<file path="src/rtl/uart_boot_loader_pkg.sv">
// Shared types and default byte constants for the UART boot loader.
// The state list is the single source of truth for the loader FSM encoding.
package uart_boot_loader_pkg;

    typedef enum logic [2:0] {
        ST_IDLE    = 3'd0,
        ST_ADDR_HI = 3'd1,
        ST_ADDR_LO = 3'd2,
        ST_LEN     = 3'd3,
        ST_DATA    = 3'd4,
        ST_CSUM    = 3'd5,
        ST_RESP    = 3'd6
    } state_t;

    localparam logic [7:0] DEF_SYNC_BYTE = 8'h55;
    localparam logic [7:0] DEF_ACK_BYTE  = 8'h06;
    localparam logic [7:0] DEF_NAK_BYTE  = 8'h15;

    // Frame-body states, where the inter-byte timeout is armed.
    function automatic logic in_frame_body(input state_t s);
        return (s == ST_ADDR_HI) || (s == ST_ADDR_LO) || (s == ST_LEN) ||
               (s == ST_DATA)    || (s == ST_CSUM);
    endfunction

endpackage

</file>
<file path="src/rtl/uart_boot_loader.sv">
// Serial boot loader: parses SYNC/ADDR/LEN/DATA/CSUM frames from a UART RX FIFO,
// streams data bytes to memory and answers ACK or NAK through the UART TX FIFO.
//
// state   | meaning
// --------+-----------------------------------------------------------
// IDLE    | hunting for SYNC, non-sync bytes are popped and dropped
// ADDR_HI | waiting for start address high byte
// ADDR_LO | waiting for start address low byte
// LEN     | waiting for length byte (0 means 256)
// DATA    | streaming data bytes to memory
// CSUM    | waiting for checksum byte, verdict latched
// RESP    | pushing ACK/NAK once the TX FIFO has room
module uart_boot_loader
    import uart_boot_loader_pkg::*;
#(
    parameter logic [7:0]  SYNC_BYTE = DEF_SYNC_BYTE,
    parameter logic [7:0]  ACK_BYTE  = DEF_ACK_BYTE,
    parameter logic [7:0]  NAK_BYTE  = DEF_NAK_BYTE,
    parameter int unsigned TIMEOUT   = 1_000_000
) (
    input  logic        clk,
    input  logic        reset,
    input  logic        rx_empty,
    input  logic [7:0]  r_data,
    output logic        rd_uart,
    input  logic        tx_full,
    output logic [7:0]  w_data,
    output logic        wr_uart,
    output logic        mem_we,
    output logic [15:0] mem_addr,
    output logic [7:0]  mem_wdata,
    output logic        busy,
    output logic        frame_ok,
    output logic        frame_err
);

    localparam int unsigned       CW        = $clog2(TIMEOUT + 1);
    localparam logic [CW-1:0]     IDLE_LAST = CW'(TIMEOUT - 1);

    state_t        r_state;
    state_t        w_state_nxt;
    logic [15:0]   r_addr;
    logic [8:0]    r_cnt;
    logic [7:0]    r_csum;
    logic [CW-1:0] r_idle;
    logic          r_resp_ok;
    logic          r_mem_we;
    logic [15:0]   r_mem_addr;
    logic [7:0]    r_mem_wdata;

    logic          w_pop;
    logic          w_push;
    logic          w_expire;
    logic [7:0]    w_csum_sum;

    // RESP never pops, so bytes of the next frame wait in the RX FIFO.
    assign w_pop      = !reset && (r_state != ST_RESP) && !rx_empty;
    assign w_push     = !reset && (r_state == ST_RESP) && !tx_full;
    assign w_expire   = in_frame_body(r_state) && !w_pop && (r_idle == IDLE_LAST);
    assign w_csum_sum = r_csum + r_data;

    always_comb begin
        w_state_nxt = r_state;
        case (r_state)
            ST_IDLE: begin
                if (w_pop && (r_data == SYNC_BYTE)) begin
                    w_state_nxt = ST_ADDR_HI;
                end
            end
            ST_ADDR_HI: begin
                if (w_pop) w_state_nxt = ST_ADDR_LO;
            end
            ST_ADDR_LO: begin
                if (w_pop) w_state_nxt = ST_LEN;
            end
            ST_LEN: begin
                if (w_pop) w_state_nxt = ST_DATA;
            end
            ST_DATA: begin
                if (w_pop && (r_cnt == 9'd1)) w_state_nxt = ST_CSUM;
            end
            ST_CSUM: begin
                if (w_pop) w_state_nxt = ST_RESP;
            end
            ST_RESP: begin
                if (w_push) w_state_nxt = ST_IDLE;
            end
            default: w_state_nxt = ST_IDLE;
        endcase
        if (w_expire) begin
            w_state_nxt = ST_RESP;
        end
    end

    always_ff @(posedge clk or posedge reset) begin
        if (reset) begin
            r_state     <= ST_IDLE;
            r_addr      <= 16'h0000;
            r_cnt       <= 9'd0;
            r_csum      <= 8'h00;
            r_idle      <= '0;
            r_resp_ok   <= 1'b0;
            r_mem_we    <= 1'b0;
            r_mem_addr  <= 16'h0000;
            r_mem_wdata <= 8'h00;
        end else begin
            r_state  <= w_state_nxt;
            r_mem_we <= 1'b0;

            if (!in_frame_body(r_state) || w_pop) begin
                r_idle <= '0;
            end else begin
                r_idle <= r_idle + CW'(1);
            end

            if (w_pop) begin
                case (r_state)
                    ST_IDLE: begin
                        if (r_data == SYNC_BYTE) r_csum <= 8'h00;
                    end
                    ST_ADDR_HI: begin
                        r_addr[15:8] <= r_data;
                        r_csum       <= w_csum_sum;
                    end
                    ST_ADDR_LO: begin
                        r_addr[7:0] <= r_data;
                        r_csum      <= w_csum_sum;
                    end
                    ST_LEN: begin
                        r_cnt  <= (r_data == 8'h00) ? 9'd256 : {1'b0, r_data};
                        r_csum <= w_csum_sum;
                    end
                    ST_DATA: begin
                        r_mem_we    <= 1'b1;
                        r_mem_addr  <= r_addr;
                        r_mem_wdata <= r_data;
                        r_addr      <= r_addr + 16'd1;
                        r_cnt       <= r_cnt - 9'd1;
                        r_csum      <= w_csum_sum;
                    end
                    ST_CSUM: begin
                        r_resp_ok <= (w_csum_sum == 8'h00);
                    end
                    default: begin
                    end
                endcase
            end

            if (w_expire) begin
                r_resp_ok <= 1'b0;
            end
        end
    end

    assign rd_uart   = w_pop;
    assign wr_uart   = w_push;
    assign w_data    = w_push ? (r_resp_ok ? ACK_BYTE : NAK_BYTE) : 8'h00;
    assign frame_ok  = w_push && r_resp_ok;
    assign frame_err = w_push && !r_resp_ok;
    assign busy      = (r_state != ST_IDLE);
    assign mem_we    = r_mem_we;
    assign mem_addr  = r_mem_addr;
    assign mem_wdata = r_mem_wdata;

endmodule

</file>
<file path="config.mk">
export PLATFORM = sky130hd
export DESIGN_NAME = uart_boot_loader
export DESIGN_NICKNAME = d
export VERILOG_FILES = /design/src/rtl/uart_boot_loader_pkg.sv /design/src/rtl/uart_boot_loader.sv
export SDC_FILE = /design/constraint.sdc
export NUM_CORES = 1
export LEC_CHECK = 0
export ABC_AREA = 1
export CORE_MARGIN = 3
export CORE_UTILIZATION = 52
export DETAILED_ROUTE_END_ITERATION = 16
export PLACE_DENSITY = 0.79
export RECOVER_POWER = 50
export SYNTH_ARGS = -nofsm -noshare
export SYNTH_HDL_FRONTEND = slang
export SYNTH_SLANG_ARGS = --single-unit
</file>
<file path="constraint.sdc">
create_clock -name clk -period 2.55 [get_ports clk]
set_input_delay 0.51 -clock clk [delete_from_list [all_inputs] [get_ports clk]]
set_output_delay 0.51 -clock clk [all_outputs]
set_load 0.01 [all_outputs]
</file>
==> metrics.cfg <==
[status]
outcome = finished clean

[synthesis]
yosys.area.top_type = dfrtp_1
synth_top_family_by_area = simple AND/OR/NAND/NOR gates
synth-seq-cells = 82
async_reset_ff_share_pct = 100
ys_top_cells_by_area = dfrtp_1 43%, nand2_1 13%, inv_1 7.0%, o21ai_0 6.6%, nor2_1 6.6%
yosys-mux-area-fraction_pct = 0
synth.avg_cell_area_um2 = 7.29
synth_common_cells = 162 x nand2_1, 89 x inv_1, 84 x nor2_1
ys_seq_area_share_pct = 43.1
yosysWarnings = 0
synth.most_common_cell = nand2_1
synthDominantCellAreaShare_pct = 43.1
synth_compound_area_share_pct = 13.3
synth_xor_area_share_pct = 1.29
yosys.area_share.simple_pct = 28.6
ys_types = 36
synthCells = 653
synth_edf_count = 0
synthesis.area_um2 = 4760
ys.flop_type = dfrtp_1
synth_fa_ha_area_share_pct = 3.31

[final_layout]
antenna_cells = 0
design_area_um2 = 5510
nets = 729
stdcell_count = 818
fin_util_pct = 62.5
area_growth_pct = 15.7
n_fill_cell = 752
drive_gt1_share_pct = 5.77

[global_routing]
grt_pass1_wl_um = 19100
gr-usage-met2_pct = 38.1
grt_use_total_pct = 23.1
met3_usage_pct = 4.34
grt.overflow.total = 0
grt_pass1_vias = 4192
grt_max_degree = 83
gr-usage-met1_pct = 30.9
grt.busiest_layer = met2
antenna_found_initial = 0

[timing]
setup_viol = 0
slew_violations = 0
worst_slack_ns = 0.118
fin_crit_sh_pct = 95.4
rsz0062_at_grt = false
max_freq_mhz = 411
fin_worst_skew_ns = 0.0139
hold_slack_ns = 0.486
hold_violations = 0
relSlewSlack_pct = 25.8
worst_pin_slew_ns = 1.11
min_period_ns = 2.43

[cts]
cts_hold_buffers = 0
clock_sinks = 82
htree_levels = 3
post-cts-setup-buffers = 0
cts_made_buffers = 9
cts_tree = built
clockBufferDepth = 2
clkTransAtPathRegs_ns = 0.09
insertion_delay_ns = 0.36
cts_root_buffer = clkbuf_8

[place]
hpwl_um = 8450
dp_cells = 802
dpl-instance-area_um2 = 5350
pre_cts_slack_ns = -0.176
numPortBuffers = 45
place.gp.congestion = 0.927

[floorplanning]
rows = 34
ioPinCount = 50
start_util_pct = 54.0
die_w_um = 102
die_area_um2 = 10300
die_y_um = 102
core-area_um2 = 8810

[critical_path]
crit_fanout = 2
end_kind = primary output
worstPathRequired_ns = 2.04
critPathKind = input pin to primary output
start_kind = input pin
critPathArrivalTime_ns = 1.92

[detailed_routing]
postRouteAntennaNets = 0
vias = 4445
wl_per_cell_um = 14.0
vias_per_cell = 5.43
drt_iter0_drc = 329
wirelength_um = 11500
drc = 0
drt_first_pass_iters = 5

[power]
p_per_area_nw_per_um2 = 1010
peakVddDrop_mv = 0.570
p_leak_nw = 2.81

[hold_path]
hold_class = flip-flop to flip-flop

[job]
drv_cap = 0

-- kinds of logic after synthesis --
logic type / count (synthesis)
adder cells (fa/ha/maj): 12
buffers and inverters: 114
other: 1
AND/OR/NAND/NOR: 323
flip-flops: 82
XOR/XNOR: 7
AO/OA/AOI/OAI: 114
-- metal layers --
layer | up-vias | wire length (um)
li1 | 2189 | -
met1 | 2060 | 5150
met2 | 172 | 5380
met3 | 24 | 680
met4 | 0 | 245
met5 | - | 0
-- worst max-delay path, stage by stage --
cell and delay, ns:
clkdlybuf4s50_1 0.42, clkbuf_1 0.14, nor2_1 0.15, nand2_1 0.10, inv_2 0.06, clkdlybuf4s50_1 0.53
-- worst paths after layout --
path / start / endpoint / slack (ns) / cells after the start
min in group asynchronous: reset / r_idle[11] / 1.00 / 4
min: mem_addr[14] / mem_addr[14] / 0.49 / 2
max reg2reg: r_state[1] / r_addr[5] / 0.26 / 8
max in group asynchronous: reset / r_csum[7] / 0.81 / 4
max: reset / rd_uart / 0.12 / 6
min reg2reg: mem_addr[14] / mem_addr[14] / 0.49 / 2
-- registers in the layout (all words and copies together) (netlist names) --
register	flops
mem_we	1
r_cnt	9
r_resp_ok	1
r_state	3
mem_addr	16
mem_wdata	8
r_idle	20
r_csum	8
r_addr	16
-- repair_timing --
action / CTS / global route
pin swaps: 0 / 0
cloned: 0 / 0
setup endpoints to repair: 7 / 2
hold endpoints to repair: 0 / 0
gates resized for setup: 6 / 2
-- layout by cell type, fill, tap and decap left out, types with 2 or more instances in the layout --
cell type | Yosys | final
nand2_1 | 162 | 163
inv_1 | 89 | 90
nor2_1 | 84 | 84
dfrtp_1 | 82 | 82
o21ai_0 | 63 | 63
nand3_1 | 36 | 36
clkdlybuf4s50_1 | 0 | 25
a21oi_1 | 20 | 20
nand4_1 | 17 | 17
nor3_1 | 14 | 14
dlygate4sd3_1 | 0 | 13
ha_1 | 11 | 11
buf_4 | 10 | 11
clkbuf_8 | 0 | 10
o21ai_1 | 7 | 7
a21boi_1 | 6 | 6
a31oi_1 | 5 | 5
a22oi_1 | 5 | 5
xor2_1 | 5 | 5
dlygate4sd2_1 | 0 | 5
conb_1 | 1 | 4
nor2_2 | 2 | 3
xnor2_1 | 2 | 2
nand3b_1 | 2 | 2
inv_2 | 4 | 2
a21oi_2 | 2 | 2
o22ai_1 | 2 | 2
clkinvlp_4 | 0 | 2
clkinv_4 | 0 | 2
clkbuf_1 | 3 | 2
dlymetal6s2s_1 | 0 | 2
-- final cells by class --
type	instances	area, um^2	area share (%)
well taps	108	135	2.45
inverters	93	353	6.41
multi-input cells	460	2220	40.4
repair buffers	59	563	10.2
flip-flops and latches	82	2050	37.3
clock inverters	5	38.8	0.705
clock buffers	11	141	2.57
-- power by group --
group | switching (mW) | leakage (nW) | internal, mW | total (mW)
Sequential | 0.336 | 1.03 | 1.77 | 2.11
Clock | 0.500 | 0.0899 | 0.386 | 0.887
Combinational | 1.53 | 1.68 | 1.01 | 2.55
-- metrics by stage --
step,power (mW),TNS (ns)
after floorplan,3.79,0
after global placement,4.57,-0.313
after detailed placement,4.69,-0.841
after CTS,5.59,0
after global routing,5.99,0
final,5.54,0
No activity file was read; power rests on OpenSTA's default activity.
